File: src/rtl/mips8_pkg.sv
// Shared definitions for the 8-bit MIPS-style core: opcodes, default widths
// and the fetch-stage state encoding.
package mips8_pkg;

   localparam int PC_W_DEF = 8;

   localparam logic [2:0] OP_LI   = 3'b000;
   localparam logic [2:0] OP_LW   = 3'b001;
   localparam logic [2:0] OP_SW   = 3'b010;
   localparam logic [2:0] OP_ADDI = 3'b011;
   localparam logic [2:0] OP_BEQ  = 3'b100;
   localparam logic [2:0] OP_SLTI = 3'b101;
   localparam logic [2:0] OP_R    = 3'b110;
   localparam logic [2:0] OP_J    = 3'b111;

   typedef enum logic [1:0] {
      BUBBLE = 2'd0,
      RUN    = 2'd1,
      LI_LO  = 2'd2
   } fetch_state_e;

   function automatic logic [2:0] opcode_of(input logic [7:0] word);
      return word[7:5];
   endfunction

endpackage

File: src/rtl/mips_next_pc.sv
// Next-address arithmetic for the fetch stage: sequential address, branch
// and jump targets, and the li detect used by the sequencer. Purely
// combinational; all arithmetic wraps modulo 2^PC_W.
module mips_next_pc
   import mips8_pkg::*;
#(
   parameter int PC_W     = PC_W_DEF,
   parameter int BR_IMM_W = 2
) (
   input  logic [PC_W-1:0] fetch_pc,
   input  logic [PC_W-1:0] pc,
   input  logic [7:0]      instr,
   input  logic            branch,
   input  logic            zero,
   input  logic            jump,
   output logic [PC_W-1:0] seq_pc,
   output logic [PC_W-1:0] redirect_pc,
   output logic            redirect,
   output logic            is_li
);

   logic [PC_W-1:0] br_off;
   logic [PC_W-1:0] br_target;
   logic [PC_W-1:0] j_target;

   // Target selection; jump outranks a taken branch.
   always_comb begin
      seq_pc      = fetch_pc + PC_W'(1);
      br_off      = {{(PC_W-BR_IMM_W){instr[BR_IMM_W-1]}}, instr[BR_IMM_W-1:0]};
      br_target   = pc + PC_W'(1) + br_off;
      j_target    = {pc[PC_W-1:5], instr[4:0]};
      redirect    = jump | (branch & zero);
      redirect_pc = jump ? j_target : br_target;
      is_li       = (opcode_of(instr) == OP_LI);
   end

endmodule

File: src/rtl/mips_fetch.sv
// Instruction-fetch stage: drives a 1-cycle ROM, presents one registered
// instruction per cycle, sequences the two-phase li and redirects on taken
// beq / j. A stall freezes every register.
// Optional build macro MIPS_FETCH_HALT_DETECT_EN adds a 'halted' output that
// latches on a jump to its own pc and freezes the stage until reset.
//
//   state  | meaning
//   -------+---------------------------------------------------------------
//   BUBBLE | ROM word in flight, nothing valid presented
//   RUN    | valid instr presented (li upper half when it is an li)
//   LI_LO  | same li presented again as its lower half (lireg=1)
module mips_fetch
   import mips8_pkg::*;
#(
   parameter int              PC_W     = PC_W_DEF,
   parameter int              BR_IMM_W = 2,
   parameter logic [PC_W-1:0] RESET_PC = '0
) (
   input  logic            clk,
   input  logic            rst_n,
   input  logic            stall,
   input  logic            branch,
   input  logic            zero,
   input  logic            jump,
   output logic [PC_W-1:0] imem_addr,
   input  logic [7:0]      imem_rdata,
   output logic [7:0]      instr,
   output logic            instr_valid,
   output logic            lireg,
   output logic [PC_W-1:0] pc
`ifdef MIPS_FETCH_HALT_DETECT_EN
   ,
   output logic            halted
`endif
);

   logic [PC_W-1:0] fetch_pc_q, fetch_pc_d;
   logic [PC_W-1:0] pc_q, pc_d;
   logic [7:0]      instr_q, instr_d;
   logic            instr_valid_q, instr_valid_d;
   logic            lireg_q, lireg_d;
   fetch_state_e    state_q, state_d;

   logic [PC_W-1:0] seq_pc;
   logic [PC_W-1:0] redirect_pc;
   logic            redirect;
   logic            is_li;
   logic            halt_hit;
   logic            frozen;
   logic            load_next;

   mips_next_pc #(
      .PC_W     (PC_W),
      .BR_IMM_W (BR_IMM_W)
   ) u_next_pc (
      .fetch_pc    (fetch_pc_q),
      .pc          (pc_q),
      .instr       (instr_q),
      .branch      (branch),
      .zero        (zero),
      .jump        (jump),
      .seq_pc      (seq_pc),
      .redirect_pc (redirect_pc),
      .redirect    (redirect),
      .is_li       (is_li)
   );

`ifdef MIPS_FETCH_HALT_DETECT_EN
   logic halted_q, halted_d;

   assign halt_hit = jump && (redirect_pc == pc_q);
   assign frozen   = halted_q;
   assign halted   = halted_q;
`else
   assign halt_hit = 1'b0;
   assign frozen   = 1'b0;
`endif

   // Fetch sequencer: BUBBLE/RUN/LI_LO transitions and register updates.
   always_comb begin
      fetch_pc_d    = fetch_pc_q;
      pc_d          = pc_q;
      instr_d       = instr_q;
      instr_valid_d = instr_valid_q;
      lireg_d       = lireg_q;
      state_d       = state_q;
      load_next     = 1'b0;
`ifdef MIPS_FETCH_HALT_DETECT_EN
      halted_d      = halted_q;
`endif
      if (!stall && !frozen) begin
         case (state_q)
            BUBBLE: load_next = 1'b1;
            RUN: begin
               if (redirect) begin
                  // The sequential word already in flight is dropped.
                  instr_valid_d = 1'b0;
                  if (halt_hit) begin
`ifdef MIPS_FETCH_HALT_DETECT_EN
                     halted_d = 1'b1;
`endif
                  end else begin
                     fetch_pc_d = redirect_pc;
                     state_d    = BUBBLE;
                  end
               end else if (is_li) begin
                  // Hold the ROM address so the next word is still on
                  // imem_rdata when the lower half retires.
                  lireg_d = 1'b1;
                  state_d = LI_LO;
               end else begin
                  load_next = 1'b1;
               end
            end
            LI_LO:   load_next = 1'b1;
            default: state_d   = BUBBLE;
         endcase
         if (load_next) begin
            instr_d       = imem_rdata;
            pc_d          = fetch_pc_q;
            instr_valid_d = 1'b1;
            fetch_pc_d    = seq_pc;
            lireg_d       = 1'b0;
            state_d       = RUN;
         end
      end
   end

   // State registers with asynchronous active-low reset.
   always_ff @(posedge clk or negedge rst_n) begin
      if (!rst_n) begin
         fetch_pc_q    <= RESET_PC;
         pc_q          <= RESET_PC;
         instr_q       <= '0;
         instr_valid_q <= 1'b0;
         lireg_q       <= 1'b0;
         state_q       <= BUBBLE;
`ifdef MIPS_FETCH_HALT_DETECT_EN
         halted_q      <= 1'b0;
`endif
      end else begin
         fetch_pc_q    <= fetch_pc_d;
         pc_q          <= pc_d;
         instr_q       <= instr_d;
         instr_valid_q <= instr_valid_d;
         lireg_q       <= lireg_d;
         state_q       <= state_d;
`ifdef MIPS_FETCH_HALT_DETECT_EN
         halted_q      <= halted_d;
`endif
      end
   end

   assign imem_addr   = fetch_pc_q;
   assign instr       = instr_q;
   assign instr_valid = instr_valid_q;
   assign lireg       = lireg_q;
   assign pc          = pc_q;

endmodule

File: config.mk
export PLATFORM = sky130hd
export DESIGN_NAME = mips_fetch
export DESIGN_NICKNAME = d
export VERILOG_FILES = /design/src/rtl/mips8_pkg.sv /design/src/rtl/mips_next_pc.sv /design/src/rtl/mips_fetch.sv
export SDC_FILE = /design/constraint.sdc
export NUM_CORES = 1
export LEC_CHECK = 0
export CORE_AREA = 10 10 73 75
export DETAILED_ROUTE_END_ITERATION = 10
export DIE_AREA = 0 0 83 85
export PLACE_DENSITY = 0.78
export SLEW_MARGIN = 40
export SYNTH_ARGS = -nofsm -noshare
export SYNTH_HDL_FRONTEND = slang
export SYNTH_SLANG_ARGS = --single-unit
export TNS_END_PERCENT = 5
File: constraint.sdc
create_clock -name clk -period 2.54 [get_ports clk]
set_input_delay 0.508 -clock clk [delete_from_list [all_inputs] [get_ports clk]]
set_output_delay 0.508 -clock clk [all_outputs]
set_load 0.05 [all_outputs]
== Yosys cells after proc, flatten, opt, wreduce, memory -nomap -nowiden ==
Cells that the tools add are included.
Word-level totals
  flip-flop bits (word level): 28
  input bits: 14
  output and inout port bits: 26
Operators by class
  $add $sub $neg: 3
  eq/ne operators: 5
  mux-type cells: 19
  bitwise gates (word level): 3
  reductions and logical operators: 10
Operators with widths (number)
  2-to-1 mux 8 bit: 4
  adder 8 x 1 -> 8 bit (second input constant): 2
  2-to-1 mux 1 bit: 10
  adder 8 bit: 1
  2-to-1 mux 2 bit: 3
  AND reduction 3 bit: 2
  nonzero test 2 bit: 3
  inequality test 2 x 1 -> 1 bit (second input constant): 2
  inequality test 4 bit (second input constant): 1
  one-hot mux 2 bit (2 select lines): 1
  AND reduction 4 bit: 1
  logical NOT 3 bit: 1
  equality test 2 x 1 -> 1 bit (second input constant): 1
  equality test 2 bit (second input constant): 1
  logical NOT 2 bit: 1
  one-hot mux 1 bit (2 select lines): 1
  AND reduction 2 bit: 1
  OR reduction 2 bit: 1
  bitwise AND 1 bit: 1
  inverter 1 bit: 1
  bitwise OR 1 bit: 1

== Depth between registers and ports, before layout ==
  depth after elaboration: 7
  mapped depth: 9
  gate-level depth less buffers: 9

== Cells and area by module ==
Synthesis repeated with hierarchy kept, for this count alone.
Unflattened totals
  cell total of the unflattened synthesis: 155
  area, all modules: 1789.2 um^2
Modules (own cells, without submodules)
  mips_fetch: times used 1, cells each 78, area each 1238.7 um^2, seq. area each 700.7 um^2
  mips_next_pc: times used 1, cells each 77, area each 550.5 um^2, seq. area each 0.0 um^2

== Worst setup path before layout ==
OpenSTA, ideal clock, no wires.
  path kind: register to register
  start: register instr_q[1] (netlist: instr[1])
  end: register fetch_pc_q[6] (netlist: imem_addr[6])
  setup time: 0.076 ns
  arrival time: 2.236 ns
  slack: 0.228 ns
  cell stages (with the launch flop): 9
  path buffers: 0
  cell sequence: dfrtp_1 > inv_1 > fa_1 > nor2b_1 > o21a_1 > o21a_1 > o21ai_0 > mux2_2 > o21ai_1
On the way
  word-level cells in the longest chain between the ends: 5
Ends and longest elaborated chain
  from (decl): line mips_fetch.sv:39  | logic [7:0] instr_q, instr_d;
  from (signal assigned): line mips_fetch.sv:144  | instr_q <= instr_d;
  adder 8 bit: line mips_next_pc.sv:30  | br_target = pc + PC_W'(1) + br_off;
  2-to-1 mux 8 bit: line mips_next_pc.sv:33  | redirect_pc = jump ? j_target : br_target;
  2-to-1 mux 8 bit: line mips_fetch.sv:95  | if (redirect) begin
  2-to-1 mux 8 bit: line mips_fetch.sv:92  | case (state_q)
  2-to-1 mux 8 bit: line mips_fetch.sv:118  | if (load_next) begin
  to (signal assigned): line mips_fetch.sv:142  | fetch_pc_q <= fetch_pc_d;
  to (decl): line mips_fetch.sv:37  | logic [PC_W-1:0] fetch_pc_q, fetch_pc_d;
No other way between the ends. The select of a mux whose other input is x is not followed.
A chain may end at the register's enable or synchronous reset.

== Worst setup path in the final report ==
  start: register instr_q[1] (netlist: instr[1])
  end: output instr[1]
RTL lines
  to (decl): line mips_fetch.sv:27  | output logic [7:0] instr,
No word-level cell between the ends.

==> results by group <==
Synthesis
  – Syn Area/Cell: just under 9 sq um
  – FF+latch count, synth: 28
  – Distinct cells, synth: 41
  – Yosys top cell area share: between 40% and 50%
  – Largest cells by area after synthesis: dfrtp_1 (41%), nand2_1 (10%), ha_1 (5.8%)
  – Mapped Cells: 198
  – Synth warn: 0
  – Register area share after synthesis: between 40% and 50%
  – Syn_nets: between 200 and 250
  – Mapped Area: ~1700 sq um
  – Biggest area consumer among synthesized cells: dfrtp_1

Place
  – Post-DP HPWL: approximately 3500 um
  – RePlAce Congestion: 0.864
  – PortBufs: 39
  – Inst Count DP: just under 300

Final layout
  – Reg area: roughly 700 sq um
  – Layout area overhead: 31.9%
  – FILL cells: roughly 370
  – Proportion of layout cells with a drive suffix above 1: a little over a tenth
  – Multi-input gate area: between 900 and 1000 sq um
  – Final Instance Count excl. Fillers: 293
  – Antenna Cells: 0
  – # nets final: around 270

STA
  – Min Hold Slack: approximately 0.52 ns
  – Worst slew pin tran: roughly 0.52 ns
  – Fin. Hold Viols: 0
  – RSZ-0062 raised after global routing: false
  – Slew Viols, Final: 0
  – Max Fclk: 0.437 GHz
  – Crit share post-route: 90.0%
  – Skew final: 0.00327 ns
  – Final setup vio count: 0
  – Rel. slew slack: between 60% and 70%
  – Setup TNS: 0 ns
  – Tmin final: about 2.3 ns

Route
  – Post-DRT Antenna Nets: 0
  – Via count: between 1500 and 2000
  – DR vias/cell: 5.27
  – DRT Pass-1 Iters: 5
  – Wirelength per Cell: approximately 15 um
  – Post-route DRC: 0
  – Drt initial violations: 90
  – WL final: around 4400 um

Worst setup path
  – CP peak stage delay: between 0.8 and 0.9 ns
  – CP Launch Type: flip-flop
  – Worst path cell trace: clkdlybuf4s50_1
  – Crit end category: primary output
  – CP Max Fanout: 12
  – Required @ worst endpoint: a little over 2 ns
  – CP bufs+invs: 1
  – Crit-path leading delay family: buffers and inverters
  – Data arrival, critical path: ~1.8 ns
  – Worst path slowest cell: clkdlybuf4s50_1
  – Crit Path Class: reg -> out

Pwr
  – Leak: between 0.001 and 0.0015 uW
  – PD cells: between 1000 and 1500 nW/um^2
  – Maximum VDD drop: 0.593 mV

Global routing
  – Initial antenna violation count: 0
  – Vias in the first global route: about 1700
  – Pin count of the biggest net entering global routing: 29
  – Total Routing Usage GR: between 10 and 15%
  – Grt ovf: 0
  – Global-route wire length before repair: slightly below 8000 um

Floorplanning
  – CORE AREA: 3910 sq um
  – Die Y: about 85 um
  – DIE AREA: 7060 sq um
  – Row Count: 23
  – Die W: 83 um
  – Initial core utilization: roughly 44%
  – I/O pins: 40

Status
  – Status: finished, final reports clean

CTS
  – Post-cts resize count: 0
  – TritonCTS clock tree: yes
  – Root Driver: clkbuf_8
  – Cts hold-fix bufs: 0
  – Num CTS Buffers: 3
  – Clk_lat worst skew: 0.27 ns
  – Post-CTS setup buffer count: 0
  – Worst-case clock buffer depth: 2
  – CTS H-tree depth: 1
  – Clock-pin slew on the worst setup and hold paths: ~0.10 ns
  – Num Clock Sinks: 28

Run
  – Max Cap Viol: 0

Worst hold path
  – HP Class: reg -> reg
-- sequential cells by signal, indices dropped and copies added, names as in the netlist --
register	count
imem_addr	8
state_q	2
pc	8
lireg	1
instr	8
instr_valid	1
-- power by group --
part / internal, uW / switching (uW)
registers: 618 / 220
logic: 714 / 1200
clock network: 211 / 142
-- cell type report --
cell class,count,share of cell area (%)
clock buffers,3,1.82
inverters,6,0.991
repair buffers,51,21.1
well taps,50,2.75
multi-input cells,154,41.2
clock inverters,1,1.32
flip-flops and latches,28,30.8
-- cell usage in the layout (no fill, tap or decap), types with 2 or more instances in the layout --
cell | netlist | routed
a21o_1 | 2 | 2
a21oi_1 | 14 | 14
a221oi_1 | 3 | 3
a22o_1 | 2 | 2
and3_1 | 5 | 5
buf_4 | 2 | 12
clkbuf_8 | 0 | 3
clkdlybuf4s50_1 | 0 | 39
dfrtp_1 | 28 | 28
ha_1 | 8 | 8
inv_1 | 6 | 6
mux2_2 | 4 | 4
nand2_1 | 48 | 48
nand2b_1 | 6 | 6
nand3_1 | 7 | 7
nor2_1 | 7 | 7
nor2b_1 | 3 | 3
nor3_1 | 6 | 6
o21a_1 | 3 | 3
o21ai_0 | 15 | 15
xor2_1 | 2 | 2
-- cell usage after synthesis, drive strengths merged --
cell,instances
xor2,2
inv,6
a22o,2
nand3,7
and3,5
a21o,2
nor2b,3
nand2b,6
nor4,2
a211o,1
nand3b,1
buf,8
and4,1
ha,8
nand2,48
a221oi,3
xnor2,1
o31ai,2
a211oi,1
or2,1
nor3b,1
o2111ai,1
mux2,4
clkbuf,2
nor3,7
mux2i,1
o21a,3
o21ai,17
nor2,7
dfrtp,28
and2,1
fa,1
a311oi,1
a21oi,14
-- stage by stage --
step	area, sq um	utilization (%)	total power, uW	worst slack, ns
floorplan	1720	-	2130	0.228
global placement	2200	56.3	2750	0.254
finish	2270	58.1	3100	0.253
detailed placement	2200	56.3	2770	0.200
CTS	2270	58.1	3130	0.232
global route	2270	58.1	3330	0.120
-- path summary, 6_finish.rpt --
kind,startpoint,endpoint,slack (ns),cells after the start
setup / recovery,instr[1],instr[1],0.25,1
hold / removal,pc[3],pc[3],0.52,2
setup reg to reg,instr[1],imem_addr[6],0.26,8
hold reg to reg,pc[3],pc[3],0.52,2
max in group asynchronous,rst_n,imem_addr[1],1.68,2
min in group asynchronous,rst_n,instr[3],0.60,2
-- routing by layer --
metal / GRT usage [%] / part of all wire [%] / up-vias
met5: 0 / 0 / -
met3: 3.35 / 5.2 / 8
met4: 4.02 / 1.4 / 0
met1: 15.6 / 46 / 722
met2: 21.2 / 47 / 39
li1: - / - / 774
-- cell families after synthesis --
family | count (synthesis) | synth area share (%)
compound gates | 47 | 18.0
xor+xnor | 3 | 1.52
fa+ha+maj | 9 | 6.97
buf+inv | 16 | 5.08
flops | 28 | 40.6
mux | 5 | 3.19
simple gates | 90 | 24.6
(Power assumes the default switching activity.)
